==> src/rtl/constraint_score_accumulator.sv <==
// Per-frame constraint score accumulator: counts satisfied constraints for the proposed (u) and
// current (v) assignments and hands the saturating 8-bit pair downstream under valid/ack.
// Optional macro WEIGHTED_SCORE_EN: each satisfied constraint adds in_weight instead of 1.
module constraint_score_accumulator #(
  parameter int MAX_CONSTRAINTS = 64,
  parameter int WEIGHT_WIDTH    = 4
) (
  input  logic                    in_clock,
  input  logic                    in_reset,
  input  logic                    in_start,
  input  logic                    in_valid,
  output logic                    out_ready,
  input  logic                    in_sat_proposed,
  input  logic                    in_sat_current,
  input  logic                    in_last,
  input  logic [WEIGHT_WIDTH-1:0] in_weight,
  output logic [7:0]              out_u,
  output logic [7:0]              out_v,
  output logic                    out_valid,
  input  logic                    in_ack,
  output logic                    out_error
);

  typedef enum logic [1:0] {IDLE, ACCUM, DONE} state_t;

  localparam logic [7:0] LAST_BEAT = 8'(MAX_CONSTRAINTS - 1);

  state_t     state;
  logic [7:0] sum_u;
  logic [7:0] sum_v;
  logic [7:0] beat_cnt;
  logic [7:0] next_u;
  logic [7:0] next_v;
  logic       frame_end;

`ifdef WEIGHTED_SCORE_EN
  logic [8:0] add_u;
  logic [8:0] add_v;

  // 9-bit sum: bit 8 set means the 8-bit score would have wrapped, so clamp.
  assign add_u  = {1'b0, sum_u} + (in_sat_proposed ? 9'(in_weight) : 9'd0);
  assign add_v  = {1'b0, sum_v} + (in_sat_current  ? 9'(in_weight) : 9'd0);
  assign next_u = add_u[8] ? 8'hFF : add_u[7:0];
  assign next_v = add_v[8] ? 8'hFF : add_v[7:0];
`else
  logic unused_weight;

  assign unused_weight = ^in_weight;
  assign next_u = (in_sat_proposed && (sum_u != 8'hFF)) ? sum_u + 8'd1 : sum_u;
  assign next_v = (in_sat_current  && (sum_v != 8'hFF)) ? sum_v + 8'd1 : sum_v;
`endif

  assign frame_end = in_last || (beat_cnt == LAST_BEAT);

  // Pure decode of the state register, so no input-to-output combinational path.
  assign out_ready = (state == ACCUM);

  // NOTE: every register here is written with <= so all updates see the pre-edge values.
  always_ff @(posedge in_clock or posedge in_reset) begin
    if (in_reset) begin
      state     <= IDLE;
      sum_u     <= 8'd0;
      sum_v     <= 8'd0;
      beat_cnt  <= 8'd0;
      out_u     <= 8'd0;
      out_v     <= 8'd0;
      out_valid <= 1'b0;
      out_error <= 1'b0;
    end else begin
      case (state)
        IDLE: begin
          if (in_start) begin
            state     <= ACCUM;
            sum_u     <= 8'd0;
            sum_v     <= 8'd0;
            beat_cnt  <= 8'd0;
            out_error <= 1'b0;
          end
        end

        ACCUM: begin
          if (in_start) begin
            // Restart wins over any beat presented in the same cycle.
            sum_u    <= 8'd0;
            sum_v    <= 8'd0;
            beat_cnt <= 8'd0;
          end else if (in_valid) begin
            sum_u    <= next_u;
            sum_v    <= next_v;
            beat_cnt <= beat_cnt + 8'd1;
            if (frame_end) begin
              out_u     <= next_u;
              out_v     <= next_v;
              out_valid <= 1'b1;
              out_error <= ~in_last;
              state     <= DONE;
            end
          end
        end

        DONE: begin
          if (in_ack) begin
            out_valid <= 1'b0;
            if (in_start) begin
              state     <= ACCUM;
              sum_u     <= 8'd0;
              sum_v     <= 8'd0;
              beat_cnt  <= 8'd0;
              out_error <= 1'b0;
            end else begin
              state <= IDLE;
            end
          end
        end

        default: state <= IDLE;
      endcase
    end
  end

endmodule

==> config.mk <==
export PLATFORM = sky130hd
export DESIGN_NAME = constraint_score_accumulator
export DESIGN_NICKNAME = d
export VERILOG_FILES = /design/src/rtl/constraint_score_accumulator.sv
export SDC_FILE = /design/constraint.sdc
export NUM_CORES = 1
export LEC_CHECK = 0
export CORE_ASPECT_RATIO = 1.4
export CORE_MARGIN = 5
export CORE_UTILIZATION = 45
export DETAILED_ROUTE_END_ITERATION = 12
export GPL_ROUTABILITY_DRIVEN = 0
export GPL_TIMING_DRIVEN = 1
export HOLD_SLACK_MARGIN = 0.15
export PLACE_DENSITY = 0.7
export SYNTH_ARGS = -nofsm -noshare
export SYNTH_HDL_FRONTEND = slang
export SYNTH_SLANG_ARGS = --single-unit
==> constraint.sdc <==
create_clock -name in_clock -period 2.4 [get_ports in_clock]
set_clock_uncertainty 0.15 [all_clocks]
set_input_delay 0.48 -clock in_clock [delete_from_list [all_inputs] [get_ports in_clock]]
set_output_delay 0.48 -clock in_clock [all_outputs]
set_load 0.1 [all_outputs]
# Word-level counts from Yosys, hierarchy flattened
# Cells that the tools add are included.
[op_classes] n_addsub=3 eq_ne=11 muxes=35 n_bitwise=2 reduce_logical=11
[ops] operator="two-way mux 8 bit" count=14
[ops] operator="one-hot mux 8 bit (3 select lines)" count=3
[ops] operator="adder 8 x 1 -> 8 bit (second input constant)" count=3
[ops] operator="inequality test 8 bit (second input constant)" count=2
[ops] operator="AND reduction 5 bit" count=3
[ops] operator="two-way mux 1 bit" count=10
[ops] operator="two-way mux 2 bit" count=5
[ops] operator="== test 8 x 6 -> 1 bit (second input constant)" count=1
[ops] operator="inequality test 2 bit (second input constant)" count=4
[ops] operator="one-hot mux 2 bit (3 select lines)" count=1
[ops] operator="AND reduction 4 bit" count=1
[ops] operator="inequality test 3 bit (second input constant)" count=1
[ops] operator="one-hot mux 1 bit (3 select lines)" count=1
[ops] operator="AND reduction 3 bit" count=1
[ops] operator="nonzero test 3 bit" count=1
[ops] operator="== test 2 x 1 -> 1 bit (second input constant)" count=1
[ops] operator="== test 2 bit (second input constant)" count=1
[ops] operator="logical AND 1 bit" count=2
[ops] operator="zero test 2 bit" count=1
[ops] operator="inequality test 2 x 1 -> 1 bit (second input constant)" count=1
[ops] operator="NOT 1 bit" count=2
[ops] operator="one-hot mux 1 bit (2 select lines)" count=1
[ops] operator="nonzero test 2 bit" count=1
[ops] operator="logical OR 1 bit" count=1
[word_totals] register_bits=44 input_bits=12 out_inout_bits=19 elab_cells=70

# Logic depth before layout (Yosys ltp)
# Gate-level depths: netlist of the first run.
[depth] word_depth=6 mapped_depth=7 mapped_depth_nobuf=6

# Worst setup path after synthesis of the first run
# OpenSTA, ideal clock, no wires.
[synth_path] path_kind="reg-to-reg" from="reg state[1]" to="reg sum_v[2]" setup_time_ns=0.129 t_arrival_ns=1.835 required_time_ns=2.121 path_slack_ns=0.286 stages_incl_launch_ff=6 path_buffers=0 synth_period_minus_slack_ns=2.114 cell_sequence="dfrtp_1 > and2b_1 > and2_1 > nor2_2 > o21ai_0 > o31ai_1"
[synth_via] elab_chain_cells=3 elab_cells_between_ends=8 cone_classes="eq/ne (4); mux (1); reduce/logical (3)"
[synth_rtl] item="start, declared" line="28" source="state_t state;"
[synth_rtl] item="start signal, assigned" line="61" source="state <= IDLE;"
[synth_rtl] item="start signal, assigned" line="73" source="state <= ACCUM;"
[synth_rtl] item="start signal, assigned" line="96" source="state <= DONE;"
[synth_rtl] item="== test 2 x 1 -> 1 bit *"
[synth_rtl] item="via out_ready" line="12" source="output logic out_ready,"
[synth_rtl] item="inequality test 3 bit (no line) / nonzero test 3 bit (equally long branches)"
[synth_rtl] item="AND reduction 3 bit (no line)"
[synth_rtl] item="end signal, assigned" line="89" source="sum_v <= next_v;"
[synth_rtl] item="end, declared" line="30" source="logic [7:0] sum_v;"
# The timed path passes the listed nets; every way through them passes the cells marked *.
# A chain may end at the register's enable or synchronous reset.

# Worst setup path in the final report of the first run
[layout_path] from="in in_ack" to="reg sum_v[2]"
[layout_via] elab_chain_cells=2
[layout_rtl] item="start, declared" line="20" source="input logic in_ack,"
[layout_rtl] item="inequality test 2 bit (no line)"
[layout_rtl] item="AND reduction 3 bit (no line)"
# Every way passes these cells.

==> flow_metrics.tcl, run 1 <==
set metrics [dict create \
    crit_type "input port to register" \
    p_int_w 0.00113 \
    synth_top_cell_area_share 0.488 \
    die_width_um 69.9 \
    pwr-share-seq 0.474 \
    rsz0062_at_grt "no" \
    h-tree-depth 2 \
    worst_slack_ns 0.512 \
    endpoint_kind "register" \
    grt_max_degree 45 \
    clock-sinks 44 \
    synthTopCellsByArea "dfrtp_1 49%, o21ai_0 7.3%, nand2_1 6.6%, nor2_1 3.5%, xnor2_1 3.5%" \
    clock_path_buffers 2 \
    io_pins 31 \
    grt_pass1_wl_um 7940 \
    reg2reg_to "out_u[5]" \
    syn_avg_cell_area_um2 9.26 \
    drive_above_1_share 0.165 \
    path_clk_slew_ns 0.07 \
    place_hpwl_um 3220 \
    worst_pin_slew_ns 0.558 \
    track_usage 0.150 \
    switching_power_w 0.000602 \
    synth_flop_cell "dfrtp_1" \
    initial_core_util 0.463 \
    synth_largest_area_cell "dfrtp_1" \
    insertion_delay_ns 0.30 \
    cts_setup_buffers 0 \
    viasPerCell 5.49 \
    power.density_mw_per_mm2 647 \
    maxSlewHeadroom 0.628 \
    wl_um 4450 \
    grt_pass1_vias 1761 \
    grt_overflow 0 \
    synthArstFlopShare 1.00 \
    finalPower_w 0.00173 \
    r2r-start "sum_u[0]" \
    syn_nets 259 \
    crit_path_end "sum_v[2]" \
    rrSetupSlack_ns 0.57 \
    max-vdd-ir-drop_mv 0.302 \
    layout-area-overhead-vs-synth_pct 18.3 \
    fin_nets 292 \
    min_period_over_period 0.787 \
    cts_hold_buffers 0 \
    r2r_cells 6 \
    preCtsSetupSlack_ns 0.205 \
    syn_area_mm2 0.00226 \
    num_rows 30 \
    hold_start "out_v[3]" \
    drc_errors 0 \
    cp.arrival_ns 1.94 \
    clockRootBuffer "clkbuf_8" \
    die_area_mm2 0.00656 \
    wire_per_inst_um 13.0 \
    numCtsBuffers 5 \
    worstSetupStartpointType "input port" \
    startpoint "in_ack" \
    hp-class "register to register" \
    p_leak_nw 1.18 \
    vias 1878 \
    status "finished, final reports clean" \
    p_comb_frac 0.252 \
    clkPwrFrac 0.273 \
    core_region_area_mm2 0.00488 \
    synth_warnings 0 \
    crit_fanout 10 \
    tns_ns 0 \
    antenna_left 0 \
    synth_seq_area_share 0.488 \
    maxSlewViolCount 0 \
    first_pass_iters 4 \
    die_y_um 93.8 \
    synth-edff-count 0 \
    ys_types 44 \
    cts_tree "done" \
    cp.required_ns 2.45 \
    hold_violations 0 \
    drt_iter0_markers 114 \
    ys_ff_latch 44 \
    syn_inst 244 \
    final.min_clock_period_ns 1.89 \
    port_buffers 26 \
    setup_violations 0 \
    max_freq_ghz 0.530 \
    antenna_found_initial 0 \
    swShare 0.348 \
    diodes 0 \
    postCtsResizedCells 0 \
    cap_violations 0 \
]
-- final cells by class --
type / instances / area, µm²
flip-flops and latches: 44 / 1100
repair buffers: 35 / 293
multi-input cells: 186 / 1090
fillers: 465 / 2210
clock inverters: 2 / 10.0
well taps: 64 / 80.1
clock buffers: 6 / 82.6
inverters: 5 / 18.8
-- worst min-delay path by stage --
stage / cells after the start / endpoint
after floorplan: 1 / beat_cnt[0]
after global placement: 1 / out_u[5]
after detailed placement: 1 / out_u[5]
after CTS: 2 / out_v[3]
after global routing: 2 / out_v[4]
final: 2 / out_v[3]
-- cells in the final DEF, fill, tap and decap left out, types with 2 or more instances in the layout --
cell type	count
dfrtp_1	44
nand2_1	40
o21ai_0	33
buf_4	27
nor2_1	21
a21oi_1	11
xnor2_1	9
nand3_1	7
clkdlybuf4s50_1	7
clkbuf_8	6
a31oi_1	5
and4_1	4
mux2i_1	4
inv_1	4
xor2_1	4
nor2_2	3
and3_1	3
nand4_1	3
o21ai_1	3
a22o_1	3
a211oi_1	3
ha_1	3
and2_1	2
o31ai_1	2
nand3b_1	2
o211ai_1	2
o21ai_2	2
clkinv_2	2
-- synth_stat cells (2+ instances only) --
cell type and count:
clkbuf_2 2, nor2_1 21, xnor2_1 9, nand4_1 3, nand3b_1 2, o21ai_1 3
ha_1 3, nand3_1 7, dfrtp_1 44, xor2_1 4, and3_1 3, a211oi_1 3
nand2_1 40, and2_1 2, a21oi_1 11, inv_1 5, o31ai_1 2, buf_2 6
o211ai_1 2, o21ai_2 2, and4_1 4, mux2i_1 4, a31oi_1 5, nor2_2 3
a22o_1 3, o21ai_0 33
-- critical path: stages --
cell             delay [ns]
clkdlybuf4s50_1        0.42
nor2b_1                0.15
o21a_1                 0.25
nor2_2                 0.38
o21ai_0                0.17
o31ai_1                0.09
-- flip-flops by register name (all words and copies together) (netlist names) --
name	flops
beat_cnt	8
out_error	1
out_u	8
out_v	8
out_valid	1
state	2
sum_u	8
sum_v	8
-- kinds of logic after synthesis --
group / count (synthesis) / synth area share
AOI/OAI and AO/OA: 73 / 0.196
xor gates and xnor gates: 13 / 0.0504
adders and majority gates: 3 / 0.0166
buffers and inverters: 14 / 0.0310
DFF: 44 / 0.488
muxes: 4 / 0.0177
and+or+nand+nor: 93 / 0.201
-- per-layer routing --
layer,part of all wire,GRT usage
met3,0.056,0.0321
met5,0,0
met4,0.022,0.0687
met1,0.45,0.189
met2,0.47,0.246
-- through the flow --
| step | hold slack (ns) | cell area, µm² | std cells | utilization |
|---|---|---|---|---|
| 2_1_floorplan | 0.335 | 2260 | 244 | - |
| 3_3_place_gp | 0.313 | 2580 | 334 | 0.529 |
| 3_5_place_dp | 0.321 | 2580 | 334 | 0.529 |
| 4_1_cts | 0.341 | 2670 | 342 | 0.548 |
| 5_1_grt | 0.357 | 2670 | 342 | 0.548 |
| 6_report | 0.331 | 2670 | 342 | 0.548 |
-- power by group through the flow --
stage	registers (W)	clock network [W]	logic (W)
floorplan	0.00101	0	0.000149
global placement	0.000834	0	0.000438
detailed placement	0.000836	0	0.000441
CTS	0.000821	0.000499	0.000442
global route	0.000829	0.000525	0.000469
finish	0.000821	0.000473	0.000437
No activity file was read; power rests on OpenSTA's default activity.
==> run 2: changes to the inputs <==
==> constraint.sdc (replaced) <==
create_clock -name in_clock -period 2 [get_ports in_clock]
set_clock_uncertainty 0.15 [all_clocks]
set_input_delay 0.4 -clock in_clock [delete_from_list [all_inputs] [get_ports in_clock]]
set_output_delay 0.4 -clock in_clock [all_outputs]
set_load 0.1 [all_outputs]
==> run 2 against run 1 <==
Critical path type is now register to register. Highest routed layer unchanged. Design area increased by 14%. Flip-flop and latch count unchanged. Clock-buffer cell count decreased by 1. Sequential power increased by 22%. Via count increased by 1.8%. Setup slack got worse by 0.35 ns. Clock power increased by 47%. Combinational power increased by 43%. Wire length increased by 5.3%.
==> flow_metrics.tcl, run 2 (same netlist as run 1, synthesis figures left out) <==
set metrics [dict create \
    diodes 0 \
    drc_errors 0 \
    place_hpwl_um 3490 \
    cpPeakStageDelay_ns 0.45 \
    track_usage 0.151 \
    fin_nets 305 \
    path_clk_slew_ns 0.10 \
    drt_iter0_markers 92 \
    maxSlewHeadroom 0.608 \
    port_buffers 26 \
    holdWs_ns 0.227 \
    crit_family "flip-flops" \
    first_pass_iters 4 \
    power.density_mw_per_mm2 763 \
    endpoint_kind "register" \
    num_rows 30 \
    core_region_area_mm2 0.00488 \
    crit_type "register to register" \
    h-tree-depth 2 \
    r2r_cells 6 \
    maxSlewViolCount 0 \
    worst_slack_ns 0.160 \
    crit_fanout 6 \
    hp-class "input port to asynchronous set/reset pin" \
    max_freq_ghz 0.544 \
    setup_violations 0 \
    wl_um 4690 \
    path_depth 6 \
    cap_violations 0 \
    clock_path_buffers 2 \
    cp.required_ns 2.03 \
    cp_num_buf_inv 1 \
    drive_above_1_share 0.206 \
    postCtsResizedCells 0 \
    postPlaceCellArea_mm2 0.00293 \
    crit_slowest_cell "dfrtp_1" \
    die_width_um 69.9 \
    worstSetupStartpointType "register" \
    cts_tree "done" \
    antenna_left 0 \
    preCtsSetupSlack_ns -0.0727 \
    fin_area_mm2 0.00304 \
    max-vdd-ir-drop_mv 0.529 \
    final.min_clock_period_ns 1.84 \
    initial_core_util 0.463 \
    hold_violations 0 \
    layout-area-overhead-vs-synth_pct 34.8 \
    grt_pass1_wl_um 8110 \
    die_area_mm2 0.00656 \
    rsz0062_at_grt "no" \
    antenna_found_initial 0 \
    grt_overflow 0 \
    mostFrequentLayoutCells "44 x dfrtp_1, 40 x nand2_1, 33 x o21ai_0" \
    p_leak_nw 1.32 \
    wire_per_inst_um 13.2 \
    clock-sinks 44 \
    worst_pin_slew_ns 0.585 \
    io_pins 31 \
    cts_setup_buffers 0 \
    grt_pass1_vias 1857 \
    cts_hold_buffers 0 \
    crit_chain "ha_1 -> and4_1 -> a21boi_1 -> buf_4 -> mux2i_1 -> o21ai_0" \
    clockRootBuffer "clkbuf_8" \
    viasPerCell 5.39 \
    cp.arrival_ns 1.87 \
    die_y_um 93.8 \
    vias 1912 \
    min_period_over_period 0.920 \
    final_common_cell "dfrtp_1" \
    status "finished, final reports clean" \
    insertion_delay_ns 0.31 \
    numCtsBuffers 5 \
    grt_max_degree 30 \
]
run 2: cell count changes in the layout (fill, tap and decap cells not counted), sizes merged:
cell	delta
buf	+13
bufinv	+1
clkbuf	-1
clkinv	-2
clkinvlp	+1
inv	+1
run 2: per-stage QoR:
stage                     total power (W)  instances  setup TNS [ns]  utilization
final                             0.00232        355               0        0.624
after global placement            0.00164        347          -0.284        0.600
after floorplan                   0.00139        244               0            -
after detailed placement          0.00165        347          -0.541        0.600
after global routing              0.00244        355               0        0.624
after CTS                         0.00234        355               0        0.624
run 2: path summary, 6_finish.rpt:
path,startpoint,endpoint,slack (ns)
worst max register to register,sum_v[0],out_v[1],0.16
worst min-delay path,in_reset,out_u[3],0.23
min in group in_clock,beat_cnt[0],beat_cnt[0],0.38
worst min register to register,beat_cnt[0],beat_cnt[0],0.38
max in group asynchronous,in_reset,sum_v[2],0.96
worst max-delay path,sum_v[0],out_v[1],0.16
run 2: where the power goes:
group	leakage (nW)	internal (W)	switching (W)
Sequential	0.600	0.000941	0.0000610
Clock	0.0548	0.000376	0.000321
Combinational	0.660	0.000233	0.000391
Total	1.32	0.00155	0.000773
run 2: final cells by class:
| cell class | count | area, µm² |
|---|---|---|
| timing repair buffer | 48 | 641 |
| tap | 64 | 80.1 |
| multi-input combinational | 186 | 1090 |
| inverter | 5 | 18.8 |
| sequential | 44 | 1100 |
| clock inverter | 3 | 46.3 |
| fill | 424 | 1840 |
| clock buffer | 5 | 68.8 |
run 2: worst register-to-register path, stage by stage, from the launching register on:
cell      delay [ns]
dfrtp_1         0.45
ha_1            0.25
and4_1          0.25
a21boi_1        0.15
buf_4           0.16
mux2i_1         0.22
o21ai_0         0.10
run 2: routing by layer:
layer | GRT usage | share of wire | vias to the layer above
li1 | - | - | 956
met1 | 0.176 | 0.42 | 906
met2 | 0.282 | 0.52 | 43
met3 | 0.0310 | 0.043 | 7
met4 | 0.0367 | 0.012 | 0
met5 | 0 | 0 | -
